==> src/rtl/clock_pkg.sv <==
// Shared definitions for the time-setting path.
// - FSM state type for time_setter.
// - Digit positions inside the {hh,mm,ss} BCD buffer (seconds units = 0 .. hour tens = 5).
// - Per-digit maximum values and button slot indices.
// - digit_max(): legal upper bound of a digit, given the current hour tens.
package clock_pkg;

  typedef enum logic [1:0] {
    StIdle,
    StLoad,
    StEdit,
    StCommit
  } ts_state_e;

  // Digit positions (cursor values)
  localparam logic [2:0] SEC_U = 3'd0;
  localparam logic [2:0] SEC_T = 3'd1;
  localparam logic [2:0] MIN_U = 3'd2;
  localparam logic [2:0] MIN_T = 3'd3;
  localparam logic [2:0] HR_U  = 3'd4;
  localparam logic [2:0] HR_T  = 3'd5;

  // Digit maxima
  localparam logic [3:0] MAX_SEC_U    = 4'd9;
  localparam logic [3:0] MAX_SEC_T    = 4'd5;
  localparam logic [3:0] MAX_MIN_U    = 4'd9;
  localparam logic [3:0] MAX_MIN_T    = 4'd5;
  localparam logic [3:0] MAX_HR_U     = 4'd9;
  localparam logic [3:0] MAX_HR_U_LIM = 4'd3;  // hour units bound once hour tens is 2
  localparam logic [3:0] MAX_HR_T     = 4'd2;

  // Button slots
  localparam int unsigned NUM_BTN   = 5;
  localparam int unsigned BTN_LEFT  = 0;
  localparam int unsigned BTN_RIGHT = 1;
  localparam int unsigned BTN_UP    = 2;
  localparam int unsigned BTN_DOWN  = 3;
  localparam int unsigned BTN_APPLY = 4;

  function automatic logic [3:0] digit_max(input logic [2:0] pos, input logic [3:0] hr_tens);
    logic [3:0] mx;
    mx = MAX_SEC_U;
    unique case (pos)
      SEC_U:   mx = MAX_SEC_U;
      SEC_T:   mx = MAX_SEC_T;
      MIN_U:   mx = MAX_MIN_U;
      MIN_T:   mx = MAX_MIN_T;
      HR_U:    mx = (hr_tens == 4'd2) ? MAX_HR_U_LIM : MAX_HR_U;
      HR_T:    mx = MAX_HR_T;
      default: mx = MAX_SEC_U;
    endcase
    return mx;
  endfunction

endpackage

==> src/rtl/btn_debounce.sv <==
// Single-button debouncer.
// - Two-flop synchroniser on the raw asynchronous level.
// - On each tick the synchronised level is compared with the accepted (stable) level; a
//   difference seen on DEB_TICKS consecutive ticks updates the stable level.
// - press is a registered one-cycle pulse on each rising edge of the stable level.
// Ports: clk, rst (sync, active-high), tick (sampling strobe), raw (button), press (pulse).
module btn_debounce #(
  parameter int unsigned DEB_TICKS = 20,
  parameter int unsigned CNT_W     = 5
) (
  input  logic clk,
  input  logic rst,
  input  logic tick,
  input  logic raw,
  output logic press
);

  logic             sync1_q, sync2_q;
  logic             stable_q, stable_d;
  logic [CNT_W-1:0] cnt_q, cnt_d;
  logic             press_q;

  always_comb begin
    stable_d = stable_q;
    cnt_d    = cnt_q;
    if (tick) begin
      if (sync2_q == stable_q) begin
        cnt_d = '0;
      end else if (cnt_q == CNT_W'(DEB_TICKS - 1)) begin
        stable_d = sync2_q;
        cnt_d    = '0;
      end else begin
        cnt_d = cnt_q + CNT_W'(1);
      end
    end
  end

  always_ff @(posedge clk) begin
    if (rst) begin
      sync1_q  <= 1'b0;
      sync2_q  <= 1'b0;
      stable_q <= 1'b0;
      cnt_q    <= '0;
      press_q  <= 1'b0;
    end else begin
      sync1_q  <= raw;
      sync2_q  <= sync1_q;
      stable_q <= stable_d;
      cnt_q    <= cnt_d;
      press_q  <= stable_d & ~stable_q;
    end
  end

  assign press = press_q;

endmodule

==> src/rtl/time_setter.sv <==
// Button-driven editor for a six-digit BCD hh:mm:ss value.
// - Debounces left/right/up/down/apply and turns them into one-cycle presses.
// - On adjust rising, loads cur_time into an edit buffer and moves a cursor over the digits.
// - apply emits a one-cycle PE, qualified as PE_counter (mode 0) or PE_alarm (mode 1).
// Ports:
//   CP, _CR          clock and synchronous active-high clear
//   tick_1KHz        debounce sampling strobe
//   adjust, mode     edit session enable, target select (0 clock, 1 alarm)
//   left..apply      raw buttons
//   cur_time         BCD {hh,mm,ss} loaded at session start
//   pre_hour/min/sec edit buffer
//   index            one-hot cursor, zero outside an edit session
//   PE, PE_counter, PE_alarm  commit strobes
module time_setter
  import clock_pkg::*;
#(
  parameter int unsigned DEB_TICKS = 20,
  parameter int unsigned CNT_W     = 5
) (
  input  logic        CP,
  input  logic        _CR,
  input  logic        tick_1KHz,
  input  logic        adjust,
  input  logic        mode,
  input  logic        left,
  input  logic        right,
  input  logic        up,
  input  logic        down,
  input  logic        apply,
  input  logic [23:0] cur_time,
  output logic [7:0]  pre_hour,
  output logic [7:0]  pre_min,
  output logic [7:0]  pre_sec,
  output logic [7:0]  index,
  output logic        PE,
  output logic        PE_counter,
  output logic        PE_alarm
);

  // Step one digit up or down, wrapping inside its range. Out-of-range digits resolve to 0 (up)
  // or the maximum (down). Moving hour tens to 2 pulls hour units down to 3 if needed.
  function automatic logic [23:0] step_digit(input logic [23:0] t, input logic [2:0] pos,
                                             input logic inc);
    logic [23:0] r;
    logic [4:0]  lsb;
    logic [3:0]  d, mx, nd;
    r   = t;
    lsb = {pos, 2'b00};
    d   = t[lsb +: 4];
    mx  = digit_max(pos, t[23:20]);
    if (inc) begin
      nd = (d >= mx) ? 4'd0 : d + 4'd1;
    end else begin
      nd = (d == 4'd0 || d > mx) ? mx : d - 4'd1;
    end
    r[lsb +: 4] = nd;
    if (pos == HR_T && nd == 4'd2 && r[19:16] > MAX_HR_U_LIM) begin
      r[19:16] = MAX_HR_U_LIM;
    end
    return r;
  endfunction

  logic [NUM_BTN-1:0] raw_btn, press;

  assign raw_btn[BTN_LEFT]  = left;
  assign raw_btn[BTN_RIGHT] = right;
  assign raw_btn[BTN_UP]    = up;
  assign raw_btn[BTN_DOWN]  = down;
  assign raw_btn[BTN_APPLY] = apply;

  for (genvar i = 0; i < NUM_BTN; i++) begin : g_deb
    btn_debounce #(
      .DEB_TICKS(DEB_TICKS),
      .CNT_W    (CNT_W)
    ) u_deb (
      .clk  (CP),
      .rst  (_CR),
      .tick (tick_1KHz),
      .raw  (raw_btn[i]),
      .press(press[i])
    );
  end

  ts_state_e   state_q, state_d;
  logic [23:0] buf_q, buf_d;
  logic [2:0]  cur_q, cur_d;
  logic        adjust_q, mode_q;
  logic        pe_q, pe_counter_q, pe_alarm_q;
  logic        pe_d;

  always_comb begin
    state_d = state_q;
    buf_d   = buf_q;
    cur_d   = cur_q;
    unique case (state_q)
      StIdle: begin
        if (adjust && !adjust_q) state_d = StLoad;
      end
      StLoad: begin
        if (!adjust) begin
          state_d = StIdle;
        end else begin
          buf_d   = cur_time;
          cur_d   = SEC_U;
          state_d = StEdit;
        end
      end
      StEdit: begin
        if (!adjust) begin
          state_d = StIdle;
        end else if (mode != mode_q) begin
          // Target switched mid-session: reload from the newly selected time.
          state_d = StLoad;
        end else if (press[BTN_APPLY]) begin
          state_d = StCommit;
        end else if (press[BTN_UP]) begin
          buf_d = step_digit(buf_q, cur_q, 1'b1);
        end else if (press[BTN_DOWN]) begin
          buf_d = step_digit(buf_q, cur_q, 1'b0);
        end else if (press[BTN_LEFT]) begin
          cur_d = (cur_q == HR_T) ? SEC_U : cur_q + 3'd1;
        end else if (press[BTN_RIGHT]) begin
          cur_d = (cur_q == SEC_U) ? HR_T : cur_q - 3'd1;
        end
      end
      StCommit: begin
        state_d = adjust ? StEdit : StIdle;
      end
      default: state_d = StIdle;
    endcase
  end

  // Strobes are registered from the next state so they line up with the COMMIT cycle.
  assign pe_d = (state_d == StCommit);

  always_ff @(posedge CP) begin
    if (_CR) begin
      state_q      <= StIdle;
      buf_q        <= '0;
      cur_q        <= SEC_U;
      adjust_q     <= 1'b0;
      mode_q       <= 1'b0;
      pe_q         <= 1'b0;
      pe_counter_q <= 1'b0;
      pe_alarm_q   <= 1'b0;
    end else begin
      state_q      <= state_d;
      buf_q        <= buf_d;
      cur_q        <= cur_d;
      adjust_q     <= adjust;
      mode_q       <= mode;
      pe_q         <= pe_d;
      pe_counter_q <= pe_d & ~mode;
      pe_alarm_q   <= pe_d & mode;
    end
  end

  always_comb begin
    index = 8'h00;
    if (state_q == StEdit || state_q == StCommit) index[cur_q] = 1'b1;
  end

  assign pre_hour   = buf_q[23:16];
  assign pre_min    = buf_q[15:8];
  assign pre_sec    = buf_q[7:0];
  assign PE         = pe_q;
  assign PE_counter = pe_counter_q;
  assign PE_alarm   = pe_alarm_q;

endmodule

==> config.mk <==
export PLATFORM = sky130hd
export DESIGN_NAME = time_setter
export DESIGN_NICKNAME = d
export VERILOG_FILES = /design/src/rtl/clock_pkg.sv /design/src/rtl/btn_debounce.sv /design/src/rtl/time_setter.sv
export SDC_FILE = /design/constraint.sdc
export NUM_CORES = 1
export LEC_CHECK = 0
export ABC_AREA = 0
export CAP_MARGIN = 25
export CORE_AREA = 2 2 98 100
export DETAILED_ROUTE_END_ITERATION = 10
export DIE_AREA = 0 0 100 102
export PLACE_DENSITY_LB_ADDON = 0.3
export REMOVE_ABC_BUFFERS = 1
export SLEW_MARGIN = 20
export SYNTH_ARGS = -nofsm -noshare
export SYNTH_HDL_FRONTEND = slang
export SYNTH_SLANG_ARGS = --single-unit
==> constraint.sdc <==
create_clock -name CP -period 4.45 [get_ports CP]
set_clock_uncertainty 0.05 [all_clocks]
set_input_delay 1.335 -clock CP [delete_from_list [all_inputs] [get_ports CP]]
set_output_delay 1.335 -clock CP [all_outputs]
set_load 0.005 [all_outputs]
# == After elaboration in Yosys (flattened, before gate mapping) ==
# Cells that the tools add are included.
# Widths: inputs -> output; s select.
# totals
regBits,79
latchBits,0
ram_bits,0
rom_bits,0
inputBits,34
wordCells,195
n_memories,0
# classes
n_addsub,10
n_mul,0
n_div,0
order_cmp,6
n_eq_ne,30
shift,4
muxes,82
n_bitwise,13
n_reduce_logical,17
# ops
cell,count
$mux 24,6
$mux 4,27
$mux 5,10
$bwmux 24,2
$pmux 24 s2,1
$shiftx 4x7->24,2
$mux 3,10
$add 5x1->5 const B,5
$eq 5x5->1 const B,5
$shift 4x7->24 const A,1
$shiftx 24x6->4,1
$mux 1,16
$eq 4x2->1 const B,3
$ne 2x2->1 const B,6
$pmux 4 s3,1
$mux 2,5
$gt 4x2->1 const B,2
$mux 8,1
$reduce_and 8->1,1
$and 1x1->1,7
$neg 5->7,1
$eq 2x2->1 const B,3
$eq 3x3->1 const B,2
$logic_and 1x1->1,6
other kinds (26),38

# == Depth between registers and ports, before layout ==
# Gate-level depths: netlist of run 1.
# depth
ltp_word,29
depth_mapped,15

# == By module ==
# Synthesis of run 1 repeated with hierarchy kept, for this count alone.
# unflattened
hier_cells,556
area_unflattened_um2,4655.7
# modules_own_cells
mod,n_inst,cells_each,area_per_inst_um2,seq_area_each_um2
time_setter,1,336,2635.0,680.7
btn_debounce,5,44,404.1,180.2

# == Worst setup path before layout of run 1 ==
# Ideal clock, no wire load.
# synth_timing
kind,register to register
from,register cur_q[0]
to,register buf_q[17]
setup_time_ns,0.086
arrival_time_ns,3.345
required_ns,4.314
setup_slack_ns,0.969
stages_incl_launch_ff,13
synth_period_minus_slack_ns,3.481
cell_sequence,dfxtp_1 > mux4_2 > a22o_1 > buf_6 > ha_1 > a211oi_1 > o21ai_1 > o22a_1 > nand2b_1 > or3b_4 > o31ai_4 > o32ai_1 > a221oi_2
# synth_via
elab_chain_len,29
# synth_lines
item,line,source
start: declaration,time_setter.sv:86,"logic [2:0] cur_q, cur_d;"
start signal: assignment,time_setter.sv:149,cur_q <= cur_d;
$eq 3x2->1 / $eq 3x1->1 (equally long branches),clock_pkg.sv:43,unique case (pos)
$reduce_or 2->1 (no line),n/a,
$pmux 4 s3,clock_pkg.sv:43,
$mux 4,time_setter.sv:118,end else if (press[BTN_DOWN]) begin
$mux 4,time_setter.sv:116,end else if (press[BTN_UP]) begin
$mux 4,time_setter.sv:114,end else if (press[BTN_APPLY]) begin
$mux 4,time_setter.sv:111,end else if (mode != mode_q) begin
$mux 4,time_setter.sv:109,if (!adjust) begin
[13 not listed],n/a,
$logic_and 1x1->1,time_setter.sv:57,if (pos == HR_T && nd == 4'd2 && r[19:16] > MAX_HR_U_LIM) begin
$mux 4,time_setter.sv:57,
$mux 24,time_setter.sv:118,
$mux 24 (*),time_setter.sv:116,
$mux 24 (*),time_setter.sv:114,
$mux 24 (*),time_setter.sv:111,
$mux 24 (*),time_setter.sv:109,
$pmux 24 s2 (*),time_setter.sv:95,unique case (state_q)
end signal: assignment,time_setter.sv:148,buf_q <= buf_d;
end: declaration,time_setter.sv:85,"logic [23:0] buf_q, buf_d;"
# Every way passes the cells marked *; elsewhere a longest branch is shown, timed or not. The select of a mux whose other input is x is not followed.
# A chain may end at the register's enable or synchronous reset.

# == Final worst setup path of run 1 ==
# layout_timing
from,register cur_q[2]
to,register buf_q[3]
# layout_via
elab_chain_len,26
# layout_lines
item,line,source
$eq 3x2->1 / $eq 3x1->1 (equally long branches),clock_pkg.sv:43,
$reduce_or 2->1 (no line),n/a,
$pmux 4 s3,clock_pkg.sv:43,
$mux 4,time_setter.sv:118,
$mux 4,time_setter.sv:116,
$mux 4,time_setter.sv:114,
$mux 4,time_setter.sv:111,
$mux 4,time_setter.sv:109,
[10 not listed],n/a,
$shiftx 4x7->24,time_setter.sv:56,r[lsb +: 4] = nd;
$bwmux 24,time_setter.sv:56,
$mux 24,time_setter.sv:118,
$mux 24 (*),time_setter.sv:116,
$mux 24 (*),time_setter.sv:114,
$mux 24 (*),time_setter.sv:111,
$mux 24 (*),time_setter.sv:109,
$pmux 24 s2 (*),time_setter.sv:95,
# Marks and branches as above.

==> run_results.csv, run 1 <==
group,metric,value,unit
place,gp_congestion,0.978,
detailed_routing,drc,0,
logic_synthesis,synth-compound-area-share,0.181,
setup_path,cp_common_cell,"and3_1",
setup_path,critPathLaunchType,"flop",
die,ios,69,
sta,setup_violations,0,
setup_path,cp.depth,13,
logic_synthesis,avgSynthCellArea,8.65,µm²
logic_synthesis,yosysUniqueCellTypes,73,
logic_synthesis,yosys.area_share.adder,0.0560,
setup_path,rr_endpoint,"buf_q[3]",
clock_network,clock-sinks,79,
setup_path,reg2reg_slack,520,ps
logic_synthesis,synth-seq-cells,79,
die,core-area,9110,µm²
logic_synthesis,synth_area,4470,µm²
clock_network,cts.path.max_buffers,2,
setup_path,critPathRequiredTime,4640,ps
global_route,grt_usage,0.246,
setup_path,worstPathArrival,4120,ps
setup_path,crit_path_end,"buf_q[3]",
place,hpwl,8.89,mm
clock_network,cts_tree,"yes",
pwr,power_leakage,1.92,nW
die,dieWidth,100,µm
flow_run,drv_cap,0,
logic_synthesis,synth_edf_count,0,
sta,fmax,254,MHz
logic_synthesis,ys_seq_area_frac,0.354,
clock_network,cts-htree-levels,3,
global_route,grt_pass1_wl,19.6,mm
logic_synthesis,synth-simple-area-share,0.259,
cells_and_area,syn_to_final_growth,21.5,%
sta,tightest_slew,810,ps
setup_path,path_max_fanout,13,
global_route,grt_max_degree,48,
sta,rsz0062_at_grt,"false",
logic_synthesis,yosys_warnings,0,
setup_path,cpMaxStageDelayCell,"dfxtp_1",
cells_and_area,drive_gt1_frac,0.0839,
die,die-area,10200,µm²
logic_synthesis,postSynthCellCount,517,
detailed_routing,dr.pass1.iters,4,
detailed_routing,viasPerCell,5.79,
setup_path,critPathKind,"flop to flop",
clock_network,clkLatencyLatePin,370,ps
sta,post-route-period-util,0.883,
logic_synthesis,synth_xor_area_frac,0.0546,
die,num_rows,35,
place,io_buffers,68,
sta,fin_tns_setup,0,ps
setup_path,critPathMaxStageDelay,630,ps
detailed_routing,drt_iter0_markers,242,
pwr,p_per_area,274,nW/µm²
clock_network,clkSlewWorstSetupHoldPaths,90,ps
clock_network,cts_buffers,9,
pwr,ir_drop,0.000187,V
die,die_y,102,µm
detailed_routing,wl_per_cell,17.3,µm
clock_network,cts_root_buf,"clkbuf_8",
pwr,total_power,0.00149,W
sta,drv_slew,0,
die,start_util,0.491,
sta,period_needed,3930,ps
sta,hold_viol,0,
setup_path,cp-end-kind,"flop",
global_route,grt_antenna_before_repair,0,
setup_path,crit_start,"cur_q[2]",
outcome,outcome,"completed",
sta,slew_headroom,0.458,
setup_path,path_buf_inv,1,
setup_path,path_cells,"nor2b_1 > a311o_1 > a21o_1 > inv_1 > ha_1 > and3_1 > a21oi_1 > nand2_1 > a21boi_0 > a221oi_4 > mux2i_2 > and3_1 > a2111oi_2",
global_route,grt_pass1_vias,3905,
setup_path,rr_startpoint,"cur_q[2]",
logic_synthesis,synth_mux_area_frac,0.0599,
detailed_routing,vias,4025,
detailed_routing,ant_nets,0,
setup_path,reg2reg_depth,13,
logic_synthesis,synth-main-ff-cell,"dfxtp_1",
min_path,hp-class,"flop to flop",
logic_synthesis,synth_async_sr_flop_share,0,
global_route,grt-ovfl-total,0,
setup_path,crit_family,"compound AO/OA/AOI/OAI gates",
detailed_routing,postRouteWirelength,12.0,mm
logic_synthesis,synth_top_family_by_area,"simple AND/OR/NAND/NOR gates",
cells_and_area,nFillCells,827,
cells_and_area,nets,633,
cells_and_area,n_antenna_cell,0,
## synthesized netlist by cell type, drive strengths merged, types with 3 or more instances
master  count  area, µm²
inv        12       45.1
a22o        3       35.0
and2       13       81.3
and3        6       37.5
nand3       8       40.0
o22ai       3       18.8
buf         8       50.1
nor4b       7       67.6
a211oi     12       95.1
clkbuf     17       63.8
a21oi      23        115
xnor2      17        156
nor2       71        267
ha         20        250
o21ai      18       90.1
nor3b       5       37.5
dfxtp      79       1580
nor2b      21        131
nand2b      8       50.1
nand4      12       75.1
nor3       32        176
mux2        5       56.3
o21a        5       37.5
mux2i      15        166
nand2      33        124
xor2       10       87.6
o31ai       3       36.3
a221oi     16        164
## worst register-to-register path: stages, from the launching register on
cell and delay, ps:
dfxtp_1 630, nor2b_1 420, a311o_1 320, a21o_1 200, inv_1 120, ha_1 300
and3_1 160, a21oi_1 230, nand2_1 200, a21boi_0 350, a221oi_4 80, mux2i_2 440
and3_1 260, a2111oi_2 50
## flip-flops by register name, indices dropped and copies added, names as in the netlist
register	cells
g_deb.u_deb.sync2_q	5
PE_alarm	1
PE	1
g_deb.u_deb.sync1_q	5
buf_q	24
state_q	2
PE_counter	1
g_deb.u_deb.cnt_q	25
cur_q	3
g_deb.u_deb.stable_q	5
g_deb.u_deb.press	5
mode_q	1
adjust_q	1
## layout make-up
cell class                 instances  area [µm²]  share of cell area
clock inverter                     6        68.8              0.0127
clock buffer                      10         128              0.0235
multi-input combinational        401        2730               0.503
tap                              111         139              0.0256
inverter                          12        45.0             0.00829
timing repair buffer              76         736               0.135
sequential                        79        1580               0.292
## stage by stage
stage	cell area [µm²]	hold WS (ps)	setup WS, ps	util	cells
after global routing	5430	412	212	0.596	695
after CTS	5430	398	354	0.596	695
after global placement	5230	367	492	0.574	679
after floorplan	4360	364	618	-	492
after detailed placement	5230	375	379	0.574	679
final	5430	396	520	0.596	695
## power breakdown
group / switching [W] / internal [W]
registers: 0.0000208 / 0.000727
clock network: 0.000278 / 0.000262
logic: 0.000102 / 0.000100
total: 0.000400 / 0.00109
## layout by cell type (no fill, tap or decap), drive strengths merged, types with 3 or more instances in the layout
cell type	Yosys	routed
nor3b	5	5
ha	20	20
a211oi	12	12
nor3	32	32
a221oi	16	16
nor2	71	71
clkinv	0	3
a21oi	23	23
mux2i	15	15
xnor2	17	17
nand2	33	33
nor2b	21	21
o21ai	18	18
and2	13	13
dfxtp	79	79
o21a	5	5
clkbuf	17	10
clkdlybuf4s50	0	67
nand3	8	8
a22o	3	3
o31ai	3	3
mux2	5	5
o22ai	3	3
inv	12	13
nand2b	8	8
buf	8	9
and3	6	6
nor4b	7	7
xor2	10	10
nand4	12	12
## per-layer routing
layer	track usage	wire length, µm	part of all wire
met5	0	0	0
met4	0.116	425	0.035
met3	0.0390	652	0.054
met2	0.415	5720	0.48
met1	0.310	5240	0.44
## worst min path at each step
| stage | from | end | slack [ps] | depth (start not counted) |
|---|---|---|---|---|
| after global routing | g_deb[4].u_deb.sync1_q | g_deb[4].u_deb.sync2_q | 410 | 1 |
| after global placement | g_deb[1].u_deb.sync1_q | g_deb[1].u_deb.sync2_q | 370 | 1 |
| final | g_deb[2].u_deb.sync1_q | g_deb[2].u_deb.sync2_q | 400 | 1 |
| after floorplan | g_deb[0].u_deb.sync1_q | g_deb[0].u_deb.sync2_q | 360 | 1 |
| after detailed placement | g_deb[0].u_deb.sync1_q | g_deb[0].u_deb.sync2_q | 380 | 1 |
| after CTS | g_deb[4].u_deb.sync1_q | g_deb[4].u_deb.sync2_q | 400 | 1 |
## kinds of logic after synthesis
family,after synthesis
flops,79
simple gates,224
fa+ha+maj,20
mux,22
buf+inv,37
xor+xnor,27
compound gates,108
## what timing repair did
item,4_1_cts,5_1_grt
resized for setup,0,2
buffers inserted,0,0
setup endpoints to repair,0,1
hold buffers,0,0
(Power assumes the default switching activity.)
==> run 2: changes to the inputs <==
--- a/config.mk
+++ b/config.mk
@@ -7,12 +7,12 @@
 export LEC_CHECK = 0
 export ABC_AREA = 0
 export CAP_MARGIN = 25
-export CORE_AREA = 2 2 98 100
+export CORE_AREA = 2 2 99 101
 export DETAILED_ROUTE_END_ITERATION = 10
-export DIE_AREA = 0 0 100 102
+export DIE_AREA = 0 0 101 103
 export PLACE_DENSITY_LB_ADDON = 0.3
 export REMOVE_ABC_BUFFERS = 1
-export SLEW_MARGIN = 20
+export SLEW_MARGIN = 5
 export SYNTH_ARGS = -nofsm -noshare
 export SYNTH_HDL_FRONTEND = slang
 export SYNTH_SLANG_ARGS = --single-unit
==> constraint.sdc (replaced) <==
create_clock -name CP -period 3.31 [get_ports CP]
set_clock_uncertainty 0.05 [all_clocks]
set_input_delay 0.993 -clock CP [delete_from_list [all_inputs] [get_ports CP]]
set_output_delay 0.993 -clock CP [all_outputs]
set_load 0.005 [all_outputs]
==> run_results.csv, run 2 (synthesis gave the netlist of run 1 again) <==
group,metric,value,unit
outcome,outcome,"completed",
die,num_rows,36,
setup_path,worstPathArrival,3520,ps
clock_network,ctsHoldBuffers,0,
pwr,p_comb_frac,0.164,
pwr,switching_share,0.257,
cells_and_area,nFillCells,775,
cells_and_area,largest_reg_flops,25,
cells_and_area,final_common_cell,"dfxtp_1",
sta,period_needed,3300,ps
detailed_routing,postRouteWirelength,13.0,mm
setup_path,cp-end-kind,"flop",
setup_path,critPathLaunchType,"flop",
detailed_routing,drt_iter0_markers,218,
detailed_routing,drc,0,
die,dieWidth,101,µm
global_route,grt_usage,0.252,
place,io_buffers,68,
pwr,power_frac_clock,0.369,
global_route,grt_antenna_before_repair,0,
cells_and_area,fin_util,0.666,
cells_and_area,nets,704,
pwr,power.net_switching,0.000551,W
die,core-area,9460,µm²
global_route,grt_pass1_vias,4305,
pwr,seqPwrFrac,0.468,
sta,fmax,303,MHz
sta,timing.final.ws_setup,10.2,ps
clock_network,cts_tree,"yes",
pwr,ir_drop,0.000230,V
die,die_y,103,µm
setup_path,path_max_fanout,6,
clock_network,clock-sinks,79,
setup_path,critPathMaxStageDelay,500,ps
clock_network,clkLatencyLatePin,350,ps
detailed_routing,viasPerCell,5.76,
clock_network,cts_root_buf,"clkbuf_8",
sta,fin_tns_setup,0,ps
place,hpwl,9.67,mm
pwr,p_int,0.00159,W
global_route,grt_max_degree,41,
place,gp_congestion,0.980,
setup_path,critPathKind,"flop to flop",
sta,hold_viol,0,
sta,post-route-period-util,0.997,
pwr,total_power,0.00214,W
cells_and_area,layout_common_cells,"76 x dfxtp_1, 71 x buf_4, 69 x nor2_1",
min_path,hp-class,"flop to flop",
sta,rsz0062_at_grt,"true",
clock_network,cts-htree-levels,3,
sta,setup_violations,0,
die,start_util,0.473,
pwr,power_leakage,2.35,nW
setup_path,path_cells,"mux4_2 > a22o_1 > ha_4 > a211oi_2 > o21ai_2 > o22a_1 > nand2b_4 > or3b_4 > o31ai_4 > o32ai_2 > a221oi_2",
cells_and_area,drive_gt1_frac,0.238,
cells_and_area,n_antenna_cell,0,
setup_path,cpMaxStageDelayCell,"mux4_2",
die,ios,69,
sta,drv_slew,0,
cells_and_area,regMostFlops,"g_deb.u_deb.cnt_q",
setup_path,critPathRequiredTime,3530,ps
global_route,grt_pass1_wl,20.6,mm
clock_network,cts_buffers,9,
global_route,grt-ovfl-total,0,
sta,slew_headroom,0.293,
cells_and_area,largest_registers,"g_deb.u_deb.cnt_q: 25 flops, buf_q: 24 flops",
clock_network,cts.path.max_buffers,2,
sta,tightest_slew,1050,ps
pwr,p_per_area,340,nW/µm²
flow_run,drv_cap,0,
die,die-area,10400,µm²
cells_and_area,syn_to_final_growth,40.9,%
detailed_routing,ant_nets,0,
clock_network,clkSlewWorstSetupHoldPaths,90,ps
detailed_routing,dr.pass1.iters,4,
detailed_routing,vias,4427,
place,post-place-ws,-250,ps
detailed_routing,wl_per_cell,17.0,µm
run 2: area by class of cell:
class	count	area (µm²)	share of cell area
Multi-Input combinational cell	401	2990	0.474
Timing Repair Buffer	147	1310	0.209
Clock buffer	10	128	0.0203
Sequential cell	79	1590	0.253
Inverter	12	45.0	0.00715
Tap cell	114	143	0.0227
Clock inverter	6	90.1	0.0143
run 2: critical path, delay by kind of cell (launching register included):
kind	cells	cell delay, ps
flops	1	410
fa+ha+maj	1	240
compound gates	7	1470
simple gates	2	550
mux	1	500
run 2: final timing paths:
kind | start | to | slack, ps | cells past startpoint
worst max-delay path | cur_q[0] | buf_q[17] | 10 | 11
worst min-delay path | g_deb[4].u_deb.sync1_q | g_deb[4].u_deb.sync2_q | 390 | 1
worst max register to register | cur_q[0] | buf_q[17] | 10 | 11
worst min register to register | g_deb[4].u_deb.sync1_q | g_deb[4].u_deb.sync2_q | 390 | 1
run 2: through the flow:
stage               instance area, µm²  hold WS [ps]  std cells
floorplan                         4360           364        492
global placement                  5710           368        742
detailed placement                5710           372        742
CTS                               6030           393        760
global route                      6300           407        769
finish                            6300           391        769
run 2: power groups by stage:
stage	sequential [W]	clock, W	combinational (W)
2_1_floorplan	0.00102	0	0.000139
3_3_place_gp	0.00102	0	0.000306
3_5_place_dp	0.00103	0	0.000312
4_1_cts	0.00100	0.000801	0.000322
5_1_grt	0.00100	0.000838	0.000380
6_report	0.00100	0.000790	0.000351
run 2: metal layers:
layer / vias up / wire (µm) / global-route usage
li1: 2144 / - / -
met1: 2121 / 5390 / 0.287
met2: 129 / 6630 / 0.461
met3: 33 / 593 / 0.0434
met4: 0 / 417 / 0.114
met5: - / 0 / 0
run 2: repair_timing:
action / CTS / global route
pin swaps: 6 / 23
hold endpoints to repair: 0 / 0
resized for setup: 19 / 38
setup endpoints to repair: 24 / 24
buffers inserted: 2 / 9
